### src/rtl/uart_rx_fifo.sv
// uart_rx_fifo: UART receiver (start, 8 data LSB first, even parity, stop) with a show-ahead FIFO.
// Ports: clk, reset (async active-low), baud_select (16x divisor select), Rx_EN (receiver enable),
//        RxD (async serial line), Rx_RD (pop head) -> Rx_DATA/Rx_PERROR/Rx_FERROR (FIFO head),
//        Rx_VALID (FIFO not empty), Rx_OVERRUN (sticky drop flag), Rx_BUSY (frame in progress).
module uart_rx_fifo #(
  parameter int FIFO_DEPTH  = 4,
  parameter int SYNC_STAGES = 2
) (
  input  logic       clk,
  input  logic       reset,
  input  logic [2:0] baud_select,
  input  logic       Rx_EN,
  input  logic       RxD,
  input  logic       Rx_RD,
  output logic [7:0] Rx_DATA,
  output logic       Rx_PERROR,
  output logic       Rx_FERROR,
  output logic       Rx_VALID,
  output logic       Rx_OVERRUN,
  output logic       Rx_BUSY
);
  localparam int AW = $clog2(FIFO_DEPTH);
  typedef enum logic [2:0] {IDLE, START, DATA, PARITY, STOP} state_t;
  state_t state_q, state_d;
  logic [SYNC_STAGES:0] sync_q;
  logic [2:0] baud_q;
  logic [13:0] div, tcnt_q, tcnt_d;
  logic [3:0] s_q, s_d;
  logic [2:0] idx_q, idx_d;
  logic [1:0] samp_q, samp_d;
  logic [7:0] sh_q, sh_d;
  logic perr_q, perr_d, ferr_q, ferr_d, push_q, push_d, ovr_q, ovr_d;
  logic [9:0] mem_q [FIFO_DEPTH];
  logic [AW-1:0] wptr_q, rptr_q;
  logic [AW:0] cnt_q, cnt_d;
  logic rxd, fall, tick, maj, mid, last, pop, full, wr;
  logic [9:0] head;
  assign div = baud_select == 3'd0 ? 14'd10417 :
               baud_select == 3'd1 ? 14'd2604  :
               baud_select == 3'd2 ? 14'd651   :
               baud_select == 3'd3 ? 14'd326   :
               baud_select == 3'd4 ? 14'd163   :
               baud_select == 3'd5 ? 14'd81    :
               baud_select == 3'd6 ? 14'd54    : 14'd27;
  // The extra flop past the synchroniser holds the previous synchronised level for edge detection.
  assign rxd  = sync_q[SYNC_STAGES-1];
  assign fall = sync_q[SYNC_STAGES] & ~rxd;
  // A baud change suppresses the tick that cycle while the counter restarts.
  assign tick = baud_select == baud_q && tcnt_q == div - 14'd1;
  // samp_q holds the samples taken at s=6 and s=7; the s=8 sample is the live line.
  assign maj  = (samp_q[1] & samp_q[0]) | (rxd & (samp_q[1] | samp_q[0]));
  assign mid  = tick && s_q == 4'd8;
  assign last = tick && s_q == 4'd15;
  always_comb begin
    state_d = state_q;
    tcnt_d  = (baud_select != baud_q || tick) ? 14'd0 : tcnt_q + 14'd1;
    s_d     = tick ? s_q + 4'd1 : s_q;
    samp_d  = tick ? {samp_q[0], rxd} : samp_q;
    idx_d   = idx_q;
    sh_d    = sh_q;
    perr_d  = perr_q;
    ferr_d  = ferr_q;
    push_d  = 1'b0;
    if (!Rx_EN) state_d = IDLE;
    else case (state_q)
      IDLE: if (fall) begin
        state_d = START;
        tcnt_d  = 14'd0;
        s_d     = 4'd0;
      end
      START: if (mid && maj) state_d = IDLE;
        else if (last) begin
          state_d = DATA;
          idx_d   = 3'd0;
        end
      DATA: begin
        if (mid) sh_d[idx_q] = maj;
        if (last) begin
          state_d = idx_q == 3'd7 ? PARITY : DATA;
          idx_d   = idx_q + 3'd1;
        end
      end
      PARITY: begin
        if (mid) perr_d = (^sh_q) ^ maj;
        if (last) state_d = STOP;
      end
      STOP: if (mid) begin
        ferr_d  = ~maj;
        push_d  = 1'b1;
        state_d = IDLE;
      end
      default: state_d = IDLE;
    endcase
  end
  assign Rx_VALID = cnt_q != '0;
  assign pop      = Rx_RD && Rx_VALID;
  assign full     = cnt_q == (AW+1)'(FIFO_DEPTH);
  // A simultaneous pop frees the slot, so a push into a full FIFO still lands.
  assign wr       = push_q && (!full || pop);
  assign cnt_d    = cnt_q + (AW+1)'(wr) - (AW+1)'(pop);
  assign ovr_d    = Rx_EN && (ovr_q || (push_q && full && !pop));
  always_ff @(posedge clk or negedge reset) begin
    if (!reset) begin
      state_q <= IDLE;
      sync_q  <= '1;
      baud_q  <= 3'd0;
      tcnt_q  <= 14'd0;
      s_q     <= 4'd0;
      idx_q   <= 3'd0;
      samp_q  <= 2'b11;
      sh_q    <= 8'd0;
      perr_q  <= 1'b0;
      ferr_q  <= 1'b0;
      push_q  <= 1'b0;
      ovr_q   <= 1'b0;
      wptr_q  <= '0;
      rptr_q  <= '0;
      cnt_q   <= '0;
    end else begin
      state_q <= state_d;
      sync_q  <= {sync_q[SYNC_STAGES-1:0], RxD};
      baud_q  <= baud_select;
      tcnt_q  <= tcnt_d;
      s_q     <= s_d;
      idx_q   <= idx_d;
      samp_q  <= samp_d;
      sh_q    <= sh_d;
      perr_q  <= perr_d;
      ferr_q  <= ferr_d;
      push_q  <= push_d;
      ovr_q   <= ovr_d;
      wptr_q  <= wr ? wptr_q + AW'(1) : wptr_q;
      rptr_q  <= pop ? rptr_q + AW'(1) : rptr_q;
      cnt_q   <= cnt_d;
    end
  end
  always_ff @(posedge clk) begin
    if (wr) mem_q[wptr_q] <= {perr_q, ferr_q, sh_q};
  end
  assign head       = mem_q[rptr_q];
  assign Rx_DATA    = Rx_VALID ? head[7:0] : 8'd0;
  assign Rx_FERROR  = Rx_VALID && head[8];
  assign Rx_PERROR  = Rx_VALID && head[9];
  assign Rx_OVERRUN = ovr_q;
  assign Rx_BUSY    = state_q != IDLE;
endmodule

### config.mk
export PLATFORM = sky130hd
export DESIGN_NAME = uart_rx_fifo
export DESIGN_NICKNAME = d
export VERILOG_FILES = /design/src/rtl/uart_rx_fifo.sv
export SDC_FILE = /design/constraint.sdc
export NUM_CORES = 1
export LEC_CHECK = 0
export CAP_MARGIN = 20
export CORE_AREA = 2 2 160 100
export CTS_CLUSTER_DIAMETER = 200
export DETAILED_ROUTE_END_ITERATION = 16
export DIE_AREA = 0 0 162 102
export GPL_TIMING_DRIVEN = 0
export PLACE_DENSITY_LB_ADDON = 0.12
export SYNTH_ARGS = -nofsm -noshare
export SYNTH_HDL_FRONTEND = slang
export SYNTH_SLANG_ARGS = --single-unit
export TNS_END_PERCENT = 100
### constraint.sdc
create_clock -name clk -period 3.95 [get_ports clk]
set_input_delay 0.79 -clock clk [delete_from_list [all_inputs] [get_ports clk]]
set_output_delay 0.79 -clock clk [all_outputs]
set_load 0.02 [all_outputs]
* Word level (Yosys, flattened, before mapping)
Memories as Yosys holds them, arrays and structs flattened.
Cells that the tools add are included.
** Word-level totals
- Bits in registers :: 51
- Bits in writable memories :: 40
- Input bits :: 8
- Logic and storage cells :: 124
- Memories :: 1
** Cells by class
- Add/sub/neg operators :: 8
- Order comparisons :: 2
- Equality and inequality tests :: 25
- Multiplexer cells :: 37
- Bitwise logic cells :: 8
- Reduce and logical (&&, ||, !) cells :: 28
** Memory list
- mem_q :: words 4, width 10, read ports 1, clocked after Yosys merged registers in 0, write ports 1, RTL line 33 : logic [9:0] mem_q [FIFO_DEPTH];
** Operators with widths (number)
- $mux W14 :: 5
- $mux W3 :: 10
- $eq A3 B3 Y1 const B :: 6
- $mux W4 :: 4
- $mux W8 :: 2
- $pmux W3 S5 :: 1
- $add A14 B1 Y14 const B :: 1
- $eq A14 B14 Y1 :: 1
- $sub A14 B1 Y14 const B :: 1
- $eq A3 B2 Y1 const B :: 4
- $logic_and A1 B1 Y1 :: 12
- $mux W12 :: 1
- $ne A3 B3 Y1 const B :: 4
- $mux W10 :: 1
- $reduce_and A5 Y1 :: 2
- $mux W9 :: 1
- $reduce_and A3 Y1 :: 3
- $bwmux W8 :: 1
- $eq A4 B4 Y1 const B :: 2
- $reduce_xor A8 Y1 :: 1
- $mux W1 :: 7
- $mux W7 :: 1
- $eq A3 B1 Y1 const B :: 2
- $logic_not A3 Y1 :: 2
- 22 further kinds :: 33

* Depth between registers and ports, before layout
- Depth in word-level cells :: 16
- Gate-level depth with buffers :: 14
- Mapped depth without buffers :: 10

* Worst setup path after synthesis
Ideal clock, no wire load.
- Path kind :: input-to-reg
- Start :: input baud_select[2]
- End :: register idx_q[0]
- Setup time :: 0.125 ns
- Arrival time :: 4.097 ns
- Path slack :: -0.272 ns
- Stages :: 12
- Buffers on the path :: 3
- Cell sequence :: buf_4 > clkbuf_1 > nand2_1 > mux2i_1 > ha_1 > xnor2_1 > or4_1 > or4_1 > or4_1 > buf_2 > or4_4 > mux2_4
** Between the ends
- Longest elaborated chain between the ends :: 15
- Elaborated cells between the ends (all ways) :: 25
- Classes of those cells :: add/sub (1); eq/ne (11); mux (7); reduce/logical (6)
** RTL lines
- from (decl) :: RTL line 11 : input logic [2:0] baud_select,
- $eq A3 B3 Y1 :: RTL line 44 : baud_select == 3'd6 ? 14'd54 : 14'd27;
- $mux W6 :: RTL line 44
- $mux W7 :: RTL line 43 : baud_select == 3'd5 ? 14'd81 :
- $mux W8 :: RTL line 42 : baud_select == 3'd4 ? 14'd163 :
- $mux W9 :: RTL line 41 : baud_select == 3'd3 ? 14'd326 :
- $mux W10 :: RTL line 40 : baud_select == 3'd2 ? 14'd651 :
- $mux W12 :: RTL line 39 : baud_select == 3'd1 ? 14'd2604 :
- $mux W14 :: RTL line 38 : assign div = baud_select == 3'd0 ? 14'd10417 :
- $sub A14 B1 Y14 :: RTL line 49 : assign tick = baud_select == baud_q && tcnt_q == div - 14'd1;
- $eq A14 B14 Y1 :: RTL line 49
- $logic_and A1 B1 Y1 * :: RTL line 49
- $logic_and A1 B1 Y1 :: RTL line 52 : assign mid = tick && s_q == 4'd8;
- $logic_and A1 B1 Y1 :: RTL line 71 : START: if (mid && maj) state_d = IDLE;
- $ne A2 B2 Y1 (no line)
- $reduce_and A5 Y1 (no line) *
- to (signal assigned) :: RTL line 125 : idx_q <= idx_d;
- to (decl) :: RTL line 29 : logic [2:0] idx_q, idx_d;
Every way passes the cells marked *; elsewhere a longest branch is shown, timed or not.
A chain may end at the register's enable or synchronous reset.

* Worst setup path after layout
- Start :: input baud_select[0]
- End :: register idx_q[0]
Same word-level chain as after synthesis.

==> run summary <==
Routability-driven placement finished with a final weighted congestion of 0.735. The tools report the global-route total usage across every layer as 11.7%. The number of flops mapped to enable cells by yosys is 40, and the hold slack is 0.356 ns.

The run finished with clean final reports. Data on the critical path is required at its endpoint by 4.17 ns. The number of antenna diodes in the final layout is 0. Of the cells placed in the final design, the portion with a size suffix greater than 1 is 19.3%.

The routed wire length was 9.16 mm; the number of nets produced by synthesis was 382. The worst register-to-register path ends at idx_q[0]. Routed via count divided by cell count: 4.59. On the critical path, the stage with the largest delay is an instance of sky130_fd_sc_hd__or4_4. Measured against its own limit, the worst slew margin works out to 45.3%. The pin count of the biggest net entering global routing came out at 37.

The synthesized instance count is 361, and the via count is 2807. Between clock sinks in the finished design, the worst skew comes to 0.00906 ns. TritonCTS built the clock tree.

The total count of max-transition violations in the final report is 0, and the maximum clock insertion buffer count is 2. Leaving out fill and tap cells, the most frequent cells in the layout are sky130_fd_sc_hd__dfrtp_1, sky130_fd_sc_hd__edfxtp_1, sky130_fd_sc_hd__nor2_1. The class of the most critical hold timing path was register to register.

The count of unique library cells instantiated by Yosys was 51. The sequential cell area came out at 0.00248 mm^2. The floorplan step defined a die boundary enclosing 0.0165 mm^2. Worst-case reg-to-reg path depth: 6. In this run the clock root is driven by a sky130_fd_sc_hd__clkbuf_16.

The initial utilization of the core area, before any placement, comes to 29.5%. The Yosys step of the flow raised 0 warnings. In this run the power density over the cells is 356 mW/mm^2.

Pin placement for this block handled 21 I/O pins. Input and output buffers added on the ports amount to 20. For the number of maximum-capacitance constraint violations, the log shows 0. For the DRC violations left, the log shows 0. The H-tree was split into 3 levels. The most repeated library cell on the critical path was sky130_fd_sc_hd__or4_4. The critical path in this run is classified as input pin to register. The most used flip-flop cell after synthesis is sky130_fd_sc_hd__dfrtp_1. The DRC violation total after the first TritonRoute iteration is 154, and the total clock buffers created by CTS is 9. In this run the static leakage power is 2.17 nW.

IR analysis of the VDD net gives a maximum drop of 0.000180 V. The clock period could shrink to 3.90 ns. The highest net fanout along the worst path works out to 5. Synthesis inferred 91 register bits.

Once detail routing completed, the nets flagged for antenna violations numbered 0. The cell area that synthesis handed to floorplanning was 0.00442 mm^2. In this design, the stage delay of the slowest critical-path cell is 0.61 ns.

The global-route wire length before repair is 14.9 mm, and the top achievable clock speed is 256 MHz. The via count of the first global-routing pass is 2757, and the cell row count is 35. The detailed-route wire length per cell was 15.0 um. In the synthesized netlist the async set-or-reset flop fraction comes to 56.0%. For this run, the post-layout net count is 425. The run gives 0 as the final number of hold-violating endpoints. The worst endpoint data arrival time is 4.12 ns. The footprint of the multi-input gates came out at 0.00186 mm^2. Sequential cells were found to cover 56.2% of the synthesized design area. Detailed placement ended at an HPWL of 6.46 mm. The run gives 0 as the number of antenna violations at the first check in global routing. Traced cell by cell, the critical path runs through buf_6 -> buf_8 -> mux2i_4 -> ha_4 -> xnor2_1 -> or4_1 -> or4_4 -> or4_4 -> or4_4 -> mux2_4.

After global routing the overflow that remains totals 0. The worst register-to-register path begins at tcnt_q[1]. In this run the register-to-register setup slack is 0.73 ns.

The clock latency reported for the late side of the worst-skew pair is 0.34 ns, and the CTS clock-pin slew for the worst setup and hold paths is 0.07 ns. STA classifies the critical path endpoint as a register. Compared with the post-synthesis result, the final layout area differs by 21.0%.

In this run, post-CTS hold repair placed 0 buffers. The region available for standard cell placement spans 0.0150 mm^2. Area after detailed placement: 0.00493 mm^2. At the pin with the least slew margin, the transition time is 0.821 ns. The die is 102 um tall. Setup total negative slack on the finished layout was measured at 0 ns.

After synthesis, the mean cell area works out to 12.2 um^2. The most critical setup path has its endpoint at idx_q[0]. The die width works out to 162 um. In this run the worst setup path begins at baud_select[0].

The launching element type of the critical path is an input pin. Counting every sink on the clock net gives 91. Fill cells in the final layout number 1456. The logs give 4 for the number of iterations in the first detailed-routing pass and 0.00535 mm^2 for the post-route standard cell area excluding fillers. The tools report the total of endpoints with negative setup slack in the final report as 0. The final critical path takes up 98.8% of the cycle. The library cell used most frequently in the layout, excluding fill and tap cells, is sky130_fd_sc_hd__dfrtp_1.
per-stage QoR:
step | setup WS [ns] | std cells | power (W) | util (%)
3_3_place_gp | -1.07 | 584 | 0.00110 | 32.8
4_1_cts | 0.0211 | 605 | 0.00192 | 35.2
6_report | 0.0460 | 612 | 0.00190 | 35.7
3_5_place_dp | -1.02 | 586 | 0.00110 | 32.9
5_1_grt | -0.0125 | 612 | 0.00198 | 35.7
2_1_floorplan | -0.0417 | 361 | 0.00107 | -
worst max-delay path: cells and delay by family:
kind / cells / cell delay [ns]
fa+ha+maj: 1 / 0.23
simple gates: 4 / 2.24
buf+inv: 2 / 0.20
mux: 2 / 0.54
xor+xnor: 1 / 0.12
cell usage after synthesis, types with 3 or more instances:
master	n	area (um^2)
sky130_fd_sc_hd__a21oi_1	9	45.0
sky130_fd_sc_hd__a31oi_1	3	18.8
sky130_fd_sc_hd__and2_1	17	106
sky130_fd_sc_hd__and3_1	7	43.8
sky130_fd_sc_hd__buf_2	3	15.0
sky130_fd_sc_hd__clkbuf_1	10	37.5
sky130_fd_sc_hd__dfrtp_1	46	1150
sky130_fd_sc_hd__dfstp_2	5	131
sky130_fd_sc_hd__edfxtp_1	40	1200
sky130_fd_sc_hd__ha_1	12	150
sky130_fd_sc_hd__inv_1	14	52.6
sky130_fd_sc_hd__mux2_2	12	135
sky130_fd_sc_hd__mux4_2	10	225
sky130_fd_sc_hd__nand2_1	16	60.1
sky130_fd_sc_hd__nand2b_1	7	43.8
sky130_fd_sc_hd__nand3_1	12	60.1
sky130_fd_sc_hd__nand4_1	8	50.1
sky130_fd_sc_hd__nand4b_1	4	35.0
sky130_fd_sc_hd__nor2_1	32	120
sky130_fd_sc_hd__nor2b_1	9	56.3
sky130_fd_sc_hd__nor4_1	3	18.8
sky130_fd_sc_hd__o21ai_0	9	45.0
sky130_fd_sc_hd__or3_1	4	25.0
sky130_fd_sc_hd__or4_1	3	22.5
sky130_fd_sc_hd__xnor2_1	22	193
sky130_fd_sc_hd__xor2_1	12	105
worst min path at each step:
stage | depth (start not counted) | to | slack (ns) | from
2_1_floorplan | 0 | sync_q[1] | 0.35 | sync_q[0]
3_3_place_gp | 0 | sync_q[1] | 0.35 | sync_q[0]
3_5_place_dp | 0 | sync_q[1] | 0.35 | sync_q[0]
4_1_cts | 0 | sync_q[1] | 0.36 | sync_q[0]
5_1_grt | 0 | sync_q[1] | 0.37 | sync_q[0]
6_report | 0 | sync_q[1] | 0.36 | sync_q[0]
per-layer routing:
layer  routed length [um]  global-route usage [%]
met1                 5070                    18.0
met5                    0                       0
met2                 3620                    16.3
met4                   91                    3.20
met3                  380                    2.88
report_power, final:
part / switching, W / internal, W
combinational: 0.0000586 / 0.0000507
clock: 0.000366 / 0.000435
sequential: 0.00000473 / 0.000989
total: 0.000429 / 0.00147
area by class of cell:
class	instances	area share (%)
timing repair buffer	36	6.36
clock inverter	6	0.889
clock buffer	10	4.28
inverter	14	0.982
tap	203	4.75
buffer	14	1.57
multi-input combinational	238	34.8
sequential	91	46.4
registers in the layout, indices dropped and copies added, names as in the netlist, 3 cells and up:
name	count
mem_q	40
tcnt_q	14
sh_q	8
s_q	4
baud_q	3
cnt_q	3
idx_q	3
state_q	3
sync_q	3
cells by family (layout without fill, tap and decap cells):
kind of cell | Yosys count | after routing | share of synthesized area (%)
muxes | 24 | 24 | 8.72
adders and majority gates | 14 | 14 | 4.08
AOI/OAI and AO/OA | 33 | 33 | 4.73
buffers and inverters | 32 | 80 | 3.14
and+or+nand+nor | 133 | 133 | 16.4
DFF | 91 | 91 | 56.2
xor gates and xnor gates | 34 | 34 | 6.74
what timing repair did:
action / CTS / global route
pin swaps: 1 / 5
endpoints found under the setup margin: 35 / 9
buffers inserted: 4 / 10
resized for setup: 18 / 17
hold endpoints to repair: 0 / 0
Note: power is estimated with default switching activity, not from simulation.
==> variant 1: new RTL, config.mk and constraints unchanged <==
Make the reset (`reset`) synchronous in one clocked block. Comments in the files are not updated.
--- a/src/rtl/uart_rx_fifo.sv
+++ b/src/rtl/uart_rx_fifo.sv
@@ -100,5 +100,5 @@
   assign cnt_d    = cnt_q + (AW+1)'(wr) - (AW+1)'(pop);
   assign ovr_d    = Rx_EN && (ovr_q || (push_q && full && !pop));
-  always_ff @(posedge clk or negedge reset) begin
+  always_ff @(posedge clk) begin
     if (!reset) begin
       state_q <= IDLE;
Formal check against the unedited RTL: differs if reset is asserted again (counterexample within 4 cycles, from zero or initial values and one cycle with reset low); with reset held inactive, the same outputs for 10 cycles.
==> variant 1 against the original RTL <==
- sequential cell count increased by 2
- fmax increased by 3.2%
- total power increased by 2.3%
- wire length increased by 7.0%
- synthesized area increased by 1.7%
- hold slack improved by 0.066 ns
- worst setup slack improved by 0.12 ns
- cell area decreased by 1.2%
- highest routed layer unchanged
==> variant 1: results (changes against the original RTL) <==
[synth]
synthesis.nets=436  ; +14%
yosys.cell_types.count=58  ; +14%
synth-adder-area-share_pct=4.01  ; -0.069 points
synth_cells=415  ; +15%
synth_compound_area_share_pct=9.74  ; +5.0 points
synthMuxAreaShare_pct=5.68  ; -3.0 points
synth_common_cells=53 x dfxtp_1, 40 x edfxtp_1, 27 x nor2_1
yosysSeqAreaShare_pct=50.3  ; -5.9 points

[pwr]
ir_drop_uv=208  ; +16%
p_leak_nw=1.88  ; -13%

[setup_path]
crit_path_max_incr_delay_ns=0.53  ; -0.08 ns
cp_max_fo=10  ; +5
critPathArrivalTime_ns=4.06  ; -0.06 ns
critical-path-slowest-cell=or4b_1
reg2reg_depth=12  ; +6
reg2reg_slack_ns=1.22  ; +0.49 ns
rr_endpoint=cnt_q[2]
reg2reg_from=cnt_q[1]

[cells_and_area]
seq-cell-share_pct=42.8  ; -3.6 points
multi_input_comb_cells=280  ; +18%
clock_area_share_pct=5.68  ; +0.51 points
layout.nets=466  ; +9.6%
buf_share_pct=6.44  ; -1.5 points
nNonClkInverters=13  ; -1
multi_input_area_um2=2080  ; +12%
buffers=48  ; -4.0%
drive_above_1_share_pct=10.2  ; -9.1 points

[placement]
placed_cell_area_um2=4940  ; +0.13%
post-place-ws_ns=-0.473  ; +0.545 ns
hpwl_um=7070  ; +9.5%
dp.cells=637  ; +8.7%
gp_congestion=0.776  ; +5.6%
numPortBuffers=19  ; -5.0%

[detailed_routing]
drt_iter0_drc=190  ; +23%
wl_um=9800  ; +7.0%
via_count=3116  ; +11%
viasPerCell=4.77  ; +4.0%

[timing]
maxSlewHeadroom_pct=37.7  ; -7.6 points
hold_slack_ns=0.422  ; +0.0661 ns
skew_ns=0.0105  ; +0.00141 ns

[global_routing]
grt_usage_pct=12.7  ; +0.96 points
grt_pass1_vias=2878  ; +4.4%
grt_pass1_wl_um=15900  ; +6.6%

[clock_network]
post_cts_resized=3  ; -15
cts_setup_buffers=0  ; -4

[outcome]
outcome=completed

[worst_hold_path]
hp-start=sync_q[0]
hold_end=sync_q[1]
min_delay_path_depth=1  ; +1

-- variant 1: worst max path at each step --
| stage | start | endpoint | slack, ns | depth (start not counted) |
|---|---|---|---|---|
| after floorplan | baud_select[2] | perr_q | 0.47 | 13 |
| after global placement | baud_select[2] | tcnt_q[4] | -0.44 | 12 |
| after detailed placement | baud_select[2] | tcnt_q[2] | -0.47 | 12 |
| after CTS | baud_select[1] | sh_q[3] | 0.006 | 14 |
| after global routing | baud_select[2] | s_q[3] | 0.001 | 14 |
| final | baud_select[2] | s_q[3] | 0.17 | 14 |
-- variant 1: routing by layer --
metal	GRT usage [%]	wire [um]	vias up
met5	0	0	-
met4	4.29	142	0
met3	3.45	373	13
met2	16.5	3690	48
met1	19.8	5590	1502
li1	-	-	1553
-- variant 1: report_power, final --
part           internal, mW  leakage (nW)  switching (mW)
Clock                 0.449         0.145           0.417
Combinational        0.0348         0.839          0.0472
Sequential            0.997         0.894         0.00199
==> variant 2: new RTL, config.mk and constraints unchanged <==
Made on the original files. Set the parameter `SYNC_STAGES` to 4 (it was 2).
--- a/src/rtl/uart_rx_fifo.sv
+++ b/src/rtl/uart_rx_fifo.sv
@@ -5,5 +5,5 @@
 module uart_rx_fifo #(
   parameter int FIFO_DEPTH  = 4,
-  parameter int SYNC_STAGES = 2
+  parameter int SYNC_STAGES = 4
 ) (
   input  logic       clk,
Check against the original RTL: not equivalent (a bounded check fails within 4 cycles, from zero or initial values and one cycle with reset low).
==> variant 2 against the original RTL <==
- worst setup slack gained 0.036 ns
- sequential cell count grew 2
- cell area grew 0.65%
- synthesized area grew 1.2%
- clock power grew 4.7%
- largest power group unchanged
- critical path type unchanged
- wire length grew 0.34%
- combinational power shrank 5%
- total power grew 2.9%
- count of clock-buffer cells in the layout shrank 1
==> variant 2: results (changes against the original RTL) <==
[synth]
synth-adder-area-share_pct=4.03  ; -0.048 points
synth_compound_area_share_pct=4.67  ; -0.056 points
async_flop_share_pct=57.0  ; +0.95 points
synthesis.nets=384  ; +0.52%
synthMuxAreaShare_pct=8.62  ; -0.10 points
ys_top_cells_by_area=edfxtp_1 27%, dfrtp_1 26%, mux4_2 5.0%
synth_cells=363  ; +0.55%

[pwr]
p_leak_nw=2.17  ; +0.36%
ir_drop_uv=192  ; +6.5%

[detailed_routing]
viasPerCell=4.53  ; -1.3%
via_count=2766  ; -1.5%
drt_iter0_drc=178  ; +16%
wl_um=9190  ; +0.34%

[global_routing]
grt_pass1_wl_um=15600  ; +4.4%
grt_max_degree=36  ; -2.7%
grt_usage_pct=12.3  ; +0.61 points

[cells_and_area]
n_fill_cell=1485  ; +2.0%
buf_share_pct=7.23  ; -0.70 points
area_growth_pct=20.4
seq_cell_count=93  ; +2.2%
drive_above_1_share_pct=19.1  ; -0.20 points
buffers=47  ; -6.0%
multi_input_area_um2=1860  ; unchanged
seqCellArea_um2=2540  ; +2.1%
n_clock_buffer=9  ; -1
layout.nets=424  ; -0.24%

[placement]
gp_congestion=0.750  ; +2.1%
placed_cell_area_um2=4990  ; +1.1%
hpwl_um=6570  ; +1.7%

[timing]
fmax_ghz=0.259  ; +0.94%
skew_ns=0.00879  ; -0.000267 ns
hold_slack_ns=0.357  ; +0.000214 ns
tightestPinTransition_ns=0.839  ; +0.0185 ns

[worst_hold_path]
hold_end=sync_q[3]
hp-start=sync_q[2]

[setup_path]
setup.worst_path.start=baud_select[1]
critPathArrivalTime_ns=4.09  ; -0.03 ns
cp_max_fo=7  ; +2

[outcome]
outcome=completed

==> variant 2: logic make-up (layout without fill, tap and decap cells) <==
family | Yosys count | count (layout)
multiplexers | 24 | 24
AND/OR/NAND/NOR | 133 | 133
flip-flops | 93 | 93
XOR/XNOR | 34 | 34
AO/OA/AOI/OAI | 33 | 33
buffers and inverters | 32 | 77
adder cells (fa/ha/maj) | 14 | 14
==> variant 2: report_power, final <==
group / internal [mW] / leakage, nW / switching, mW
logic: 0.0470 / 0.869 / 0.0573
registers: 1.01 / 1.16 / 0.00520
clock network: 0.443 / 0.143 / 0.394
total: 1.50 / 2.17 / 0.457
==> variant 2: layer usage <==
| metal | global-route usage (%) | wire length (um) |
|---|---|---|
| met1 | 18.9 | 5210 |
| met2 | 16.9 | 3490 |
| met3 | 3.41 | 384 |
| met4 | 3.34 | 100 |
| met5 | 0 | 0 |
==> variant 2: what timing repair did <==
item                       CTS  global route
setup endpoints to repair   35             9
setup buffers                6             5
resized for setup           16            17
pin swaps                    2             5
